### src/rtl/pokemon_pkg.sv
`default_nettype none
// +----------------------------------------------------------------------------+
// | Module   : pokemon_pkg                                                     |
// | Purpose  : Shared types for the sprite walk engine: walk direction         |
// |            encoding, animation phase enum, sprite-sheet base columns and   |
// |            the helper that maps (direction, phase) to a sheet column.      |
// | Ports    : none (package)                                                  |
// | Revision : 1.0  initial release                                            |
// +----------------------------------------------------------------------------+
package pokemon_pkg;

  typedef enum logic [1:0] {
    DIR_UP    = 2'd0,
    DIR_RIGHT = 2'd1,
    DIR_DOWN  = 2'd2,
    DIR_LEFT  = 2'd3
  } dir_t;

  typedef enum logic [1:0] {
    REST_A = 2'd0,
    STEP_A = 2'd1,
    REST_B = 2'd2,
    STEP_B = 2'd3
  } phase_t;

  // First sheet column of each direction's three-frame strip.
  localparam logic [3:0] c_BASE_DOWN  = 4'd0;
  localparam logic [3:0] c_BASE_LEFT  = 4'd3;
  localparam logic [3:0] c_BASE_UP    = 4'd6;
  localparam logic [3:0] c_BASE_RIGHT = 4'd9;

  // The strip is stored as (step-left, stand, step-right); a walk cycle
  // visits stand, step, stand, other-step, hence offsets 1,0,1,2.
  function automatic logic [3:0] anim_column(input dir_t d, input phase_t p);
    logic [3:0] base;
    logic [3:0] offs;
    case (d)
      DIR_UP:    base = c_BASE_UP;
      DIR_RIGHT: base = c_BASE_RIGHT;
      DIR_DOWN:  base = c_BASE_DOWN;
      default:   base = c_BASE_LEFT;
    endcase
    case (p)
      REST_A:  offs = 4'd1;
      STEP_A:  offs = 4'd0;
      REST_B:  offs = 4'd1;
      default: offs = 4'd2;
    endcase
    return base + offs;
  endfunction

endpackage
`default_nettype wire

### src/rtl/sprite_walk_engine_walk_fsm.sv
`default_nettype none
// +----------------------------------------------------------------------------+
// | Module   : walk_fsm                                                        |
// | Purpose  : Per-frame walk animation and camera motion. Advances only on    |
// |            the frame tick; camera saturates at its bounds.                 |
// | Ports    : Clk, Reset     - clock, synchronous active-high reset           |
// |            tick           - one-cycle frame strobe                         |
// |            moving         - walk request                                   |
// |            direction[1:0] - requested direction (pokemon_pkg::dir_t)       |
// |            run            - run request (used with SPRITE_WALK_RUN_EN)     |
// |            cam_x, cam_y   - signed 13-bit camera position                  |
// |            anim_col[3:0]  - sprite-sheet column of the current frame       |
// | Config   : SPRITE_WALK_RUN_EN - when defined, run doubles step and delay   |
// |            advance; otherwise run is ignored.                              |
// | Revision : 1.0  initial release                                            |
// +----------------------------------------------------------------------------+
module walk_fsm
  import pokemon_pkg::*;
#(
  parameter int ANIM_DIV = 8,
  parameter int CAM_X0   = 100,
  parameter int CAM_Y0   = 100,
  parameter int CAM_XMIN = -311,
  parameter int CAM_XMAX = 952,
  parameter int CAM_YMIN = -340,
  parameter int CAM_YMAX = 595
) (
  input  logic               Clk,
  input  logic               Reset,
  input  logic               tick,
  input  logic               moving,
  input  logic [1:0]         direction,
  input  logic               run,
  output logic signed [12:0] cam_x,
  output logic signed [12:0] cam_y,
  output logic [3:0]         anim_col
);

  localparam int DW = (ANIM_DIV > 1) ? $clog2(ANIM_DIV) : 1;

  localparam logic signed [13:0] c_XMIN = 14'(CAM_XMIN);
  localparam logic signed [13:0] c_XMAX = 14'(CAM_XMAX);
  localparam logic signed [13:0] c_YMIN = 14'(CAM_YMIN);
  localparam logic signed [13:0] c_YMAX = 14'(CAM_YMAX);

  dir_t               r_dir,   w_dir_next;
  phase_t             r_phase, w_phase_next;
  logic [DW-1:0]      r_delay, w_delay_next;
  logic signed [12:0] r_cam_x, w_cam_x_next;
  logic signed [12:0] r_cam_y, w_cam_y_next;
  logic [3:0]         r_anim_col;

  logic               w_fast;
  logic signed [13:0] w_step;
  logic [DW:0]        w_delay_sum;
  logic [DW:0]        w_delay_wrap;
  logic signed [13:0] w_x_try, w_y_try;
  logic signed [13:0] w_x_sat, w_y_sat;

`ifdef SPRITE_WALK_RUN_EN
  assign w_fast = run;
`else
  logic w_unused_run;
  assign w_unused_run = run;
  assign w_fast       = 1'b0;
`endif

  always_comb begin
    w_step       = w_fast ? 14'sd2 : 14'sd1;
    w_delay_sum  = {1'b0, r_delay} + (w_fast ? (DW+1)'(2) : (DW+1)'(1));
    w_delay_wrap = (w_delay_sum >= (DW+1)'(ANIM_DIV)) ?
                   (w_delay_sum - (DW+1)'(ANIM_DIV)) : w_delay_sum;

    // Widen by one bit so the step never wraps before saturation.
    w_x_try = {r_cam_x[12], r_cam_x};
    w_y_try = {r_cam_y[12], r_cam_y};
    case (r_dir)
      DIR_UP:    w_y_try = w_y_try - w_step;
      DIR_RIGHT: w_x_try = w_x_try + w_step;
      DIR_DOWN:  w_y_try = w_y_try + w_step;
      default:   w_x_try = w_x_try - w_step;
    endcase
    if (w_x_try > c_XMAX)      w_x_sat = c_XMAX;
    else if (w_x_try < c_XMIN) w_x_sat = c_XMIN;
    else                       w_x_sat = w_x_try;
    if (w_y_try > c_YMAX)      w_y_sat = c_YMAX;
    else if (w_y_try < c_YMIN) w_y_sat = c_YMIN;
    else                       w_y_sat = w_y_try;

    w_dir_next   = r_dir;
    w_phase_next = r_phase;
    w_delay_next = r_delay;
    w_cam_x_next = r_cam_x;
    w_cam_y_next = r_cam_y;
    if (tick) begin
      if (!moving) begin
        w_phase_next = REST_A;
        w_delay_next = '0;
      end else if (direction != r_dir) begin
        // Turning in place: face the new way, no camera motion.
        w_dir_next   = dir_t'(direction);
        w_phase_next = REST_A;
        w_delay_next = '0;
      end else begin
        if (r_delay == '0)
          w_phase_next = phase_t'(r_phase + 2'd1);
        w_delay_next = w_delay_wrap[DW-1:0];
        w_cam_x_next = w_x_sat[12:0];
        w_cam_y_next = w_y_sat[12:0];
      end
    end
  end

  always_ff @(posedge Clk) begin
    if (Reset) begin
      r_dir      <= DIR_DOWN;
      r_phase    <= REST_A;
      r_delay    <= '0;
      r_cam_x    <= 13'(CAM_X0);
      r_cam_y    <= 13'(CAM_Y0);
      r_anim_col <= anim_column(DIR_DOWN, REST_A);
    end else begin
      r_dir      <= w_dir_next;
      r_phase    <= w_phase_next;
      r_delay    <= w_delay_next;
      r_cam_x    <= w_cam_x_next;
      r_cam_y    <= w_cam_y_next;
      r_anim_col <= anim_column(w_dir_next, w_phase_next);
    end
  end

  assign cam_x    = r_cam_x;
  assign cam_y    = r_cam_y;
  assign anim_col = r_anim_col;

endmodule
`default_nettype wire

### src/rtl/sprite_walk_engine.sv
`default_nettype none
// +----------------------------------------------------------------------------+
// | Module   : sprite_walk_engine                                              |
// | Purpose  : Walking-sprite renderer helper. Synchronises VS into a frame    |
// |            tick driving the walk FSM, and generates registered sprite-     |
// |            sheet and map texel addresses for the current pixel.            |
// | Ports    : Clk, Reset        - clock, synchronous active-high reset        |
// |            VS                - vertical sync, asynchronous to Clk          |
// |            Moving, Direction - walk request and direction                  |
// |            Run               - run request                                 |
// |            DrawX, DrawY      - current pixel, blank = 1 in active video    |
// |            char_here/addr    - sprite box hit and sheet address (1 clk)    |
// |            map_valid/addr    - map hit and map address (1 clk)             |
// |            cam_x, cam_y      - signed camera position                      |
// |            anim_col          - sprite-sheet column                         |
// | Config   : SPRITE_WALK_RUN_EN - enables run (double speed) in walk_fsm.    |
// | Revision : 1.0  initial release                                            |
// +----------------------------------------------------------------------------+
module sprite_walk_engine
  import pokemon_pkg::*;
#(
  parameter int SHEET_W    = 228,
  parameter int SPR_W      = 19,
  parameter int SPR_H      = 29,
  parameter int SPR_X0     = 311,
  parameter int SPR_Y0     = 340,
  parameter int MAP_W      = 320,
  parameter int MAP_H      = 240,
  parameter int SCALE_LOG2 = 2,
  parameter int ANIM_DIV   = 8,
  parameter int CAM_X0     = 100,
  parameter int CAM_Y0     = 100,
  parameter int CAM_XMIN   = -311,
  parameter int CAM_XMAX   = 952,
  parameter int CAM_YMIN   = -340,
  parameter int CAM_YMAX   = 595
) (
  input  logic               Clk,
  input  logic               Reset,
  input  logic               VS,
  input  logic               Moving,
  input  logic [1:0]         Direction,
  input  logic               Run,
  input  logic [10:0]        DrawX,
  input  logic [10:0]        DrawY,
  input  logic               blank,
  output logic               char_here,
  output logic [12:0]        char_addr,
  output logic [18:0]        map_addr,
  output logic               map_valid,
  output logic signed [12:0] cam_x,
  output logic signed [12:0] cam_y,
  output logic [3:0]         anim_col
);

  // VS synchroniser plus one stage of history for rising-edge detection.
  logic r_vs_meta, r_vs_sync, r_vs_prev;
  logic w_tick;

  always_ff @(posedge Clk) begin
    if (Reset) begin
      r_vs_meta <= 1'b0;
      r_vs_sync <= 1'b0;
      r_vs_prev <= 1'b0;
    end else begin
      r_vs_meta <= VS;
      r_vs_sync <= r_vs_meta;
      r_vs_prev <= r_vs_sync;
    end
  end

  assign w_tick = r_vs_sync & ~r_vs_prev;

  walk_fsm #(
    .ANIM_DIV (ANIM_DIV),
    .CAM_X0   (CAM_X0),
    .CAM_Y0   (CAM_Y0),
    .CAM_XMIN (CAM_XMIN),
    .CAM_XMAX (CAM_XMAX),
    .CAM_YMIN (CAM_YMIN),
    .CAM_YMAX (CAM_YMAX)
  ) u_walk_fsm (
    .Clk       (Clk),
    .Reset     (Reset),
    .tick      (w_tick),
    .moving    (Moving),
    .direction (Direction),
    .run       (Run),
    .cam_x     (cam_x),
    .cam_y     (cam_y),
    .anim_col  (anim_col)
  );

  // Sprite box and sheet address. Arithmetic is kept at output width;
  // truncation is harmless because the in-box address always fits.
  logic        w_in_box;
  logic [10:0] w_rel_x, w_rel_y;
  logic [12:0] w_char_sum;

  always_comb begin
    w_in_box   = (DrawX >= 11'(SPR_X0)) && (DrawX < 11'(SPR_X0 + SPR_W)) &&
                 (DrawY >= 11'(SPR_Y0)) && (DrawY < 11'(SPR_Y0 + SPR_H));
    w_rel_x    = DrawX - 11'(SPR_X0);
    w_rel_y    = DrawY - 11'(SPR_Y0);
    w_char_sum = 13'(SHEET_W) * 13'(w_rel_y) + 13'(w_rel_x) +
                 13'(anim_col) * 13'(SPR_W);
  end

  // Map lookup: screen pixel offset by camera, scaled down to map texels.
  // Uses the current (pre-tick) camera so a tick and a pixel in the same
  // cycle see consistent values.
  logic signed [12:0] w_mx, w_my;
  logic [11:0]        w_tx, w_ty;
  logic               w_map_ok;
  logic [18:0]        w_map_idx;

  always_comb begin
    w_mx      = $signed({2'b00, DrawX}) + cam_x;
    w_my      = $signed({2'b00, DrawY}) + cam_y;
    w_tx      = w_mx[11:0] >> SCALE_LOG2;
    w_ty      = w_my[11:0] >> SCALE_LOG2;
    w_map_ok  = blank && !w_mx[12] && !w_my[12] &&
                (w_tx < 12'(MAP_W)) && (w_ty < 12'(MAP_H));
    w_map_idx = 19'(w_ty) * 19'(MAP_W) + 19'(w_tx);
  end

  always_ff @(posedge Clk) begin
    if (Reset) begin
      char_here <= 1'b0;
      char_addr <= '0;
      map_valid <= 1'b0;
      map_addr  <= '0;
    end else begin
      char_here <= w_in_box;
      char_addr <= w_in_box ? w_char_sum : '0;
      map_valid <= w_map_ok;
      map_addr  <= w_map_ok ? w_map_idx : '0;
    end
  end

endmodule
`default_nettype wire
### config.mk
export PLATFORM = sky130hd
export DESIGN_NAME = sprite_walk_engine
export DESIGN_NICKNAME = d
export VERILOG_FILES = /design/src/rtl/pokemon_pkg.sv /design/src/rtl/sprite_walk_engine_walk_fsm.sv /design/src/rtl/sprite_walk_engine.sv
export SDC_FILE = /design/constraint.sdc
export NUM_CORES = 1
export LEC_CHECK = 0
export CAP_MARGIN = 20
export CELL_PAD_IN_SITES_DETAIL_PLACEMENT = 0
export CELL_PAD_IN_SITES_GLOBAL_PLACEMENT = 1
export CORE_UTILIZATION = 44
export CTS_BUF_LIST = sky130_fd_sc_hd__clkbuf_8
export DETAILED_ROUTE_END_ITERATION = 6
export HOLD_SLACK_MARGIN = 0.02
export PLACE_DENSITY = 0.94
export SLEW_MARGIN = 0
export SYNTH_ARGS = -nofsm -noshare
export SYNTH_HDL_FRONTEND = slang
export SYNTH_HIERARCHICAL = 1
export SYNTH_SLANG_ARGS = --single-unit
### constraint.sdc
create_clock -name Clk -period 7.65 [get_ports Clk]
set_clock_uncertainty 0.05 [all_clocks]
set_input_delay 1.53 -clock Clk [delete_from_list [all_inputs] [get_ports Clk]]
set_output_delay 1.53 -clock Clk [all_outputs]
set_load 0.01 [all_outputs]
Yosys cells after proc, flatten, opt, wreduce, memory -nomap -nowiden:

Index checks and enable logic that the tools add are counted.

* register bits after elaboration: 74
* output and inout bits: 64
* logic and storage cells: 92

* $add $sub $neg: 15
* multiply operators: 3
* magnitude comparators: 11
* eq/ne operators: 7
* multiplexer cells: 20
* bitwise logic cells: 5
* reductions and logical operators: 18

Operator list (count)
* case mux 14 bit (2 select lines): 2
* two-way mux 13 bit: 4
* adder 13 x 2 -> 14 bit (second input constant): 2
* > comparator 14 x 11 -> 1 bit (second input constant): 2
* < comparator 14 x 10 -> 1 bit (second input constant): 2
* subtractor 13 x 2 -> 14 bit (second input constant): 2
* adder 12 x 13 -> 13 bit: 2
* >= comparator 11 x 9 -> 1 bit (second input constant): 2
* < comparator 11 x 9 -> 1 bit (second input constant): 2
* subtractor 11 x 9 -> 11 bit (second input constant): 2
* adder 19 x 10 -> 19 bit: 1
* two-way mux 2 bit: 7
* adder 13 x 11 -> 13 bit: 1
* adder 13 x 9 -> 13 bit: 1
* multiplier 10 x 3 -> 13 bit (second input constant): 1
* case mux 4 bit (3 select lines): 1
* multiplier 6 x 11 -> 11 bit (first input constant): 1
* < comparator 10 x 8 -> 1 bit (second input constant): 1
* < comparator 10 x 9 -> 1 bit (second input constant): 1
* multiplier 4 x 5 -> 9 bit (second input constant): 1
* two-way mux 3 bit: 3
* two-way mux 4 bit: 2
* OR reduction 2 bit: 4
* logical AND 1 bit: 7
* other kinds (15): 25

Depth between registers and ports, before layout:

Gate-level depths: netlist of the first run.

* word-level depth: 10
* depth in mapped cells: 24

Hierarchy:

The synthesis of the first run kept the hierarchy.

Modules (own cells, without submodules)
* sprite_walk_engine: times used 1, cells an instance 538, area an instance 4580.6 µm², seq. area each 740.7 µm²
* walk_fsm: times used 1, cells an instance 451, area an instance 3550.9 µm², seq. area each 740.7 µm²

Worst setup path after synthesis of the first run:

Ideal clock, no wire load.

* path kind: input to register
* from: input port DrawY[3]
* to: register char_addr[12]
* setup time: 0.128 ns
* arrival time: 5.873 ns
* data required time: 7.472 ns
* slack: 1.599 ns
* stages: 23
* buffers on the path: 1
* cell sequence: clkbuf_1 inv_1 ha_1 nor2b_1 nor2_1 xnor2_1 fa_1 inv_1 ha_1 inv_1 fa_1 inv_1 ha_1 inv_1 fa_1 inv_1 ha_1 or3_1 o21ai_0 a21oi_1 a31oi_1 xnor2_1 nor2_1

* longest elaborated chain between the ends: 5

Ends and longest elaborated chain
* start, declared: RTL line sprite_walk_engine.sv:45 `input logic [10:0] DrawY,`
* parallel branches: the longest is 5 deep, another holds adder 13 x 11 -> 13 bit
* end signal, assigned: RTL line sprite_walk_engine.sv:135 `char_addr <= w_in_box ? w_char_sum : '0;`
* end, declared: RTL line sprite_walk_engine.sv:48 `output logic [12:0] char_addr,`

Parallel ways; which one is timed is not known.
A chain may end at the register's enable or synchronous reset.

Worst setup path after layout of the first run:

* from: input port DrawY[2]
* to: register char_addr[12]

The elaborated chain is that of the path after synthesis.

==> impl_metrics.env, run 1 <==
export IMPL_grt_overflow=0
export IMPL_worst_pin_slew_ps=813.6
export IMPL_rr_worst_depth=18
export IMPL_grt_max_degree=34
export IMPL_cts_root_buf="clkbuf_8"
export IMPL_worst_slack_ps=1118
export IMPL_crit_family="adder cells"
export IMPL_cp_data_arrival_time_ps=6740
export IMPL_synth_seq_cells=74
export IMPL_tns_ps=0
export IMPL_cp_num_buf_inv=7
export IMPL_rows=49
export IMPL_ctsHoldBuffers=0
export IMPL_holdPathEnd="r_vs_sync"
export IMPL_crit_path_start_kind="input port"
export IMPL_die_w_um=137.9
export IMPL_seq_area_frac_synth=0.1822
export IMPL_finalSetupViolCount=0
export IMPL_initialDrtViolationCount=491
export IMPL_rrSetupSlack_ps=2900
export IMPL_synth_top_area_share=0.1862
export IMPL_cts_buffers=9
export IMPL_ir_worst_vdd_uv=210.6
export IMPL_tritoncts="done"
export IMPL_gr_usage_all_layers=0.2104
export IMPL_routed_wl_um=19310
export IMPL_insertion_delay_ps=380
export IMPL_gp_congestion=0.7977
export IMPL_async_reset_ff_frac=0
export IMPL_crit_fanout=7
export IMPL_run_status="completed"
export IMPL_htree_levels=3
export IMPL_grt_util_met3=0.02412
export IMPL_die_area_um2=19030
export IMPL_drtAntennaViolNets=0
export IMPL_num_vias=7206
export IMPL_synthesis_nets=1164
export IMPL_ios=94
export IMPL_grt_pass1_wl_um=32090
export IMPL_n_antenna_cell=0
export IMPL_fin_hold_ws_ps=395.0
export IMPL_hold_depth=1
export IMPL_synth_edf_count=0
export IMPL_rsz0062_at_grt="no"
export IMPL_netlist_top_cells_area="ha_1, dfxtp_1, fa_1"
export IMPL_antenna_found_initial=0
export IMPL_slowest_stage="clkdlybuf4s50_1"
export IMPL_leakagePower_nw=4.045
export IMPL_power_mw=1.688
export IMPL_post_route_period_util=0.8538
export IMPL_die_h_um=137.9
export IMPL_cp_required_ps=7860
export IMPL_cpMostUsedCell="inv_1"
export IMPL_final_util=0.5236
export IMPL_drt_wirelength_per_cell_um=14.78
export IMPL_synth_top_area_cell="ha_1"
export IMPL_nets=1247
export IMPL_drive_gt1_frac=0.05478
export IMPL_synthDistinctLibCells=83
export IMPL_p_per_area_nw_per_um2=178.9
export IMPL_yosysWarnings=6
export IMPL_crit_reg2reg_launch="u_walk_fsm/cam_y[2]"
export IMPL_avgSynthCellArea_um2=8.222
export IMPL_firstDrtPassIters=6
export IMPL_clockBufferDepth=2
export IMPL_crit_chain="clkdlybuf4s50_1 > inv_1 > ha_1 > nor2b_1 > nor2_1 > xnor2_1 > fa_1 > inv_1 > ha_1 > inv_1 > fa_1 > inv_1 > ha_1 > inv_1 > fa_1 > inv_1 > ha_1 > or3_1 > o21ai_0 > a21oi_1 > a31oi_1 > xnor2_1 > nor2_1"
export IMPL_vias_per_cell=5.518
export IMPL_syn_inst=989
export IMPL_grt_pass1_vias=6831
export IMPL_core_um2=18020
export IMPL_postCtsSetupBuffers=0
export IMPL_clk_pin_slew_ps=100
export IMPL_use_met2=0.3586
export IMPL_hpwlAfterDp_um=15240
export IMPL_syn2layout_area_growth_pct=16.06
export IMPL_post_route_drc_count=0
export IMPL_rr_endpoint="map_addr[18]"
export IMPL_holdCritStartpoint="r_vs_meta"
export IMPL_post_place_ws_ps=722.9
export IMPL_cp_end_kind="flop"
export IMPL_fmax_ghz=0.1531
export IMPL_start_util=0.4511
export IMPL_met1_usage=0.2761
export IMPL_worstSetupPathType="input port to flop"
export IMPL_finalHoldViolations=0
export IMPL_io_buffers=92
export IMPL_busiest_layer="met2"
export IMPL_critical_path_depth=23
export IMPL_synth_ff_type="dfxtp_1"
export IMPL_min_path_type="flop to flop"
export IMPL_cpPeakStageDelay_ps=690
export IMPL_finalMaxSlewViolations=0
export IMPL_cts_sinks=74
export IMPL_min_period_ps=6532
export IMPL_syn_cell_area_um2=8132
export IMPL_max_cap_viol_count=0
export IMPL_max_slew_margin=0.4560
export IMPL_post_cts_resized=0
## kinds of logic after synthesis
group           count (synthesis)  share of synthesized area
simple gates                  305                     0.1902
compound gates                250                     0.2137
fa+ha+maj                     145                     0.2453
buf+inv                       122                    0.06616
xor+xnor                       81                    0.08724
flops                          74                     0.1822
mux                            12                    0.01523
## worst max path at each step
stage                  start             to  slack, ps
floorplan           DrawY[3]  char_addr[12]       1600
global route        DrawY[2]  char_addr[12]        840
CTS                 DrawY[2]  char_addr[12]       1110
finish              DrawY[2]  char_addr[12]       1120
global placement    DrawY[2]  char_addr[12]        780
detailed placement  DrawY[2]  char_addr[12]        720
## sequential cells by signal (all words and copies together) (netlist names)
register             count
char_addr               13
char_here                1
map_addr                19
map_valid                1
r_vs_meta                1
r_vs_prev                1
r_vs_sync                1
u_walk_fsm/anim_col      4
u_walk_fsm/cam_x        13
u_walk_fsm/cam_y        13
u_walk_fsm/r_delay       3
u_walk_fsm/r_dir         2
u_walk_fsm/r_phase       2
## cells in the mapped netlist, drive strengths merged (5+ instances only)
master / instances
inv: 97
dfxtp: 74
nand2b: 12
nor2b: 23
or2: 9
nand4: 17
or3: 10
xnor2: 46
o21a: 14
nand3: 25
nor4: 5
a221oi: 5
a21oi: 65
mux2i: 9
clkbuf: 10
o211ai: 7
and3: 6
nor3: 24
buf: 14
and2: 12
a211oi: 14
nand2: 62
fa: 24
o31ai: 10
o21ai: 50
xor2: 35
a21o: 17
a31oi: 16
o2111ai: 5
nor2: 82
ha: 121
## layout make-up
class | count | area (um2)
clock buffer | 9 | 123.9
clock inverter | 7 | 83.83
fill | 1737 | 8587
inverter | 98 | 381.6
multi-input combinational | 793 | 6121
sequential | 74 | 1483
tap | 229 | 286.5
timing repair buffer | 96 | 958.4
## power by group
part | total, mW | internal [mW] | switching (mW)
Clock | 0.332 | 0.157 | 0.175
Sequential | 0.402 | 0.394 | 0.00792
Combinational | 0.954 | 0.451 | 0.503
Total | 1.69 | 1.00 | 0.686
## cell usage in the layout (no fill, tap or decap), types with 9 or more instances in the layout
cell type          n
ha_1             121
inv_1             97
clkdlybuf4s50_1   92
nor2_1            81
dfxtp_1           73
a21oi_1           62
nand2_1           61
xnor2_1           46
o21ai_0           35
xor2_1            35
nand3_1           25
fa_1              24
nor3_1            23
nor2b_1           23
nand4_1           17
a21o_1            17
a31oi_1           15
o21a_1            13
o21ai_1           13
and2_1            12
nand2b_1          12
a211oi_1          11
or3_1             10
o31ai_1            9
clkbuf_8           9
mux2i_1            9
## worst register-to-register path, stage by stage, from the launching register on
cell and delay (ps):
dfxtp_1 470, ha_1 310, a21oi_1 220, and2_1 220
nor2b_1 80, o21a_1 180, nor2_1 120, xnor2_1 170
ha_1 290, ha_1 230, fa_1 430, a211oi_1 280
o21ai_0 170, a211oi_1 410, nand2_1 90, nor2_1 310
nand2_1 80, or4_1 410, a21oi_1 150
## routing by layer
| metal | wire length, um | vias to the layer above |
|---|---|---|
| met3 | 576 | 18 |
| met2 | 9082 | 120 |
| li1 | - | 3707 |
| met5 | 0 | - |
| met1 | 9346 | 3361 |
| met4 | 300 | 0 |
## through the flow
step,instance area [um2],cells
after floorplan,8132,989
after global placement,9215,1289
after detailed placement,9215,1289
after CTS,9423,1305
after global routing,9438,1306
final,9438,1306
No activity file was read; power rests on OpenSTA's default activity.
==> run 2, diff against run 1 <==
- CORE_ASPECT_RATIO: default -> 1.75
- HOLD_SLACK_MARGIN: 0.02 -> default
- PLACE_DENSITY: 0.94 -> default
- PLACE_DENSITY_LB_ADDON: default -> 0.1
==> impl_metrics.env, run 2 (synthesized netlist as in run 1, its figures left out) <==
export IMPL_clockBufferDepth=2
export IMPL_worst_pin_slew_ps=768.6
export IMPL_postCtsSetupBuffers=0
export IMPL_hpwlAfterDp_um=16600
export IMPL_run_status="completed"
export IMPL_crit_fanout=6
export IMPL_max_cap_viol_count=0
export IMPL_fmax_ghz=0.1524
export IMPL_syn2layout_area_growth_pct=16.57
export IMPL_cts_sinks=74
export IMPL_leakagePower_nw=4.066
export IMPL_firstDrtPassIters=4
export IMPL_layout_cells_non_filler=1312
export IMPL_holdPathEnd="r_vs_sync"
export IMPL_crit_reg2reg_launch="u_walk_fsm/cam_y[2]"
export IMPL_use_met2=0.4379
export IMPL_rrSetupSlack_ps=2830
export IMPL_holdCritStartpoint="r_vs_meta"
export IMPL_clk_pin_slew_ps=90
export IMPL_hold_depth=1
export IMPL_htree_levels=3
export IMPL_antenna_found_initial=0
export IMPL_tns_ps=0
export IMPL_final_common_cell="ha_1"
export IMPL_vias_per_cell=5.475
export IMPL_grt_util_met3=0.02369
export IMPL_cts_buffers=9
export IMPL_grt_max_degree=35
export IMPL_ir_worst_vdd_uv=118.4
export IMPL_initialDrtViolationCount=210
export IMPL_post_route_drc_count=0
export IMPL_met1_usage=0.2347
export IMPL_post_route_period_util=0.8578
export IMPL_finalHoldViolations=0
export IMPL_min_period_ps=6562
export IMPL_rr_worst_depth=18
export IMPL_fillCellCount=1845
export IMPL_die_w_um=104.8
export IMPL_cts_root_buf="clkbuf_8"
export IMPL_die_h_um=181.8
export IMPL_grt_pass1_vias=7060
export IMPL_placed_cell_area_um2=9244
export IMPL_layout_common_cells="ha_1, inv_1, clkdlybuf4s50_1"
export IMPL_largest_reg_flops=19
export IMPL_drt_wirelength_per_cell_um=15.42
export IMPL_post_cts_resized=0
export IMPL_die_area_um2=19050
export IMPL_rsz0062_at_grt="no"
export IMPL_drive_gt1_frac=0.05566
export IMPL_min_path_type="flop to flop"
export IMPL_final_area_um2=9479
export IMPL_cp_required_ps=7840
export IMPL_rr_endpoint="map_addr[18]"
export IMPL_gp_congestion=0.8329
export IMPL_gr_usage_all_layers=0.2206
export IMPL_io_buffers=92
export IMPL_worstSetupPathType="input port to flop"
export IMPL_core_um2=18050
export IMPL_routed_wl_um=20230
export IMPL_num_vias=7183
export IMPL_drtAntennaViolNets=0
export IMPL_ctsHoldBuffers=0
export IMPL_finalMaxSlewViolations=0
export IMPL_nets=1248
export IMPL_final_util=0.5250
export IMPL_tritoncts="done"
export IMPL_crit_path_start_kind="input port"
export IMPL_insertion_delay_ps=380
export IMPL_cp_end_kind="flop"
export IMPL_rows=65
export IMPL_start_util=0.4504
export IMPL_p_per_area_nw_per_um2=181.8
export IMPL_top_register="map_addr"
export IMPL_ios=94
export IMPL_finalSetupViolCount=0
export IMPL_cp_data_arrival_time_ps=6750
export IMPL_grt_pass1_wl_um=33820
export IMPL_busiest_layer="met2"
export IMPL_max_slew_margin=0.4861
export IMPL_grt_overflow=0
export IMPL_dpl_cell_count=1296
export IMPL_n_antenna_cell=0
run 2: how the worst max path moves through the flow:
| stage | from | to | slack, ps | cells past startpoint |
|---|---|---|---|---|
| 2_1_floorplan | DrawY[3] | char_addr[12] | 1600 | 23 |
| 3_3_place_gp | DrawY[2] | char_addr[12] | 750 | 24 |
| 3_5_place_dp | DrawY[2] | char_addr[12] | 710 | 24 |
| 4_1_cts | DrawY[2] | char_addr[12] | 1090 | 24 |
| 5_1_grt | DrawY[2] | char_addr[12] | 820 | 24 |
| 6_report | DrawY[2] | char_addr[12] | 1090 | 24 |
run 2: metal layers:
layer | vias up | wire (um)
li1 | 3703 | -
met4 | 0 | 335
met5 | - | 0
met1 | 3364 | 8329
met3 | 19 | 457
met2 | 97 | 11110
run 2: layout make-up:
class,count,area [um2],area share
multi-input cells,793,6121,0.6457
clock buffers,10,137.6,0.01452
flip-flops and latches,74,1483,0.1564
clock inverters,6,97.59,0.01030
repair buffers,97,965.9,0.1019
inverters,98,381.6,0.04026
well taps,234,292.8,0.03089
run 2: worst max-delay path, cell delays in order:
cell and delay (ps):
clkdlybuf4s50_1 550, buf_4 190, inv_1 90, ha_1 230, nor2b_1 200, nor2_1 110, xnor2_1 210, fa_1 560
inv_1 40, ha_1 290, inv_1 60, fa_1 520, inv_1 40, ha_1 270, inv_1 50, fa_1 530
inv_1 40, ha_1 320, or3_1 310, o21ai_0 70, a21oi_1 100, a31oi_1 240, xnor2_1 140, nor2_1 50
run 2: metrics by stage:
step / total power [mW] / setup WS, ps / hold WS (ps)
2_1_floorplan: 1.179 / 1599 / 363.8
6_report: 1.723 / 1088 / 391.9
3_3_place_gp: 1.359 / 746.5 / 370.7
3_5_place_dp: 1.372 / 708.7 / 389.6
4_1_cts: 1.750 / 1085 / 401.6
5_1_grt: 1.878 / 821.8 / 408.8
run 2: power by group:
group / total [mW] / switching, mW / internal [mW] / leakage (nW)
clock network: 0.364 / 0.167 / 0.197 / 0.119
registers: 0.402 / 0.00805 / 0.394 / 0.599
logic: 0.957 / 0.506 / 0.452 / 3.35
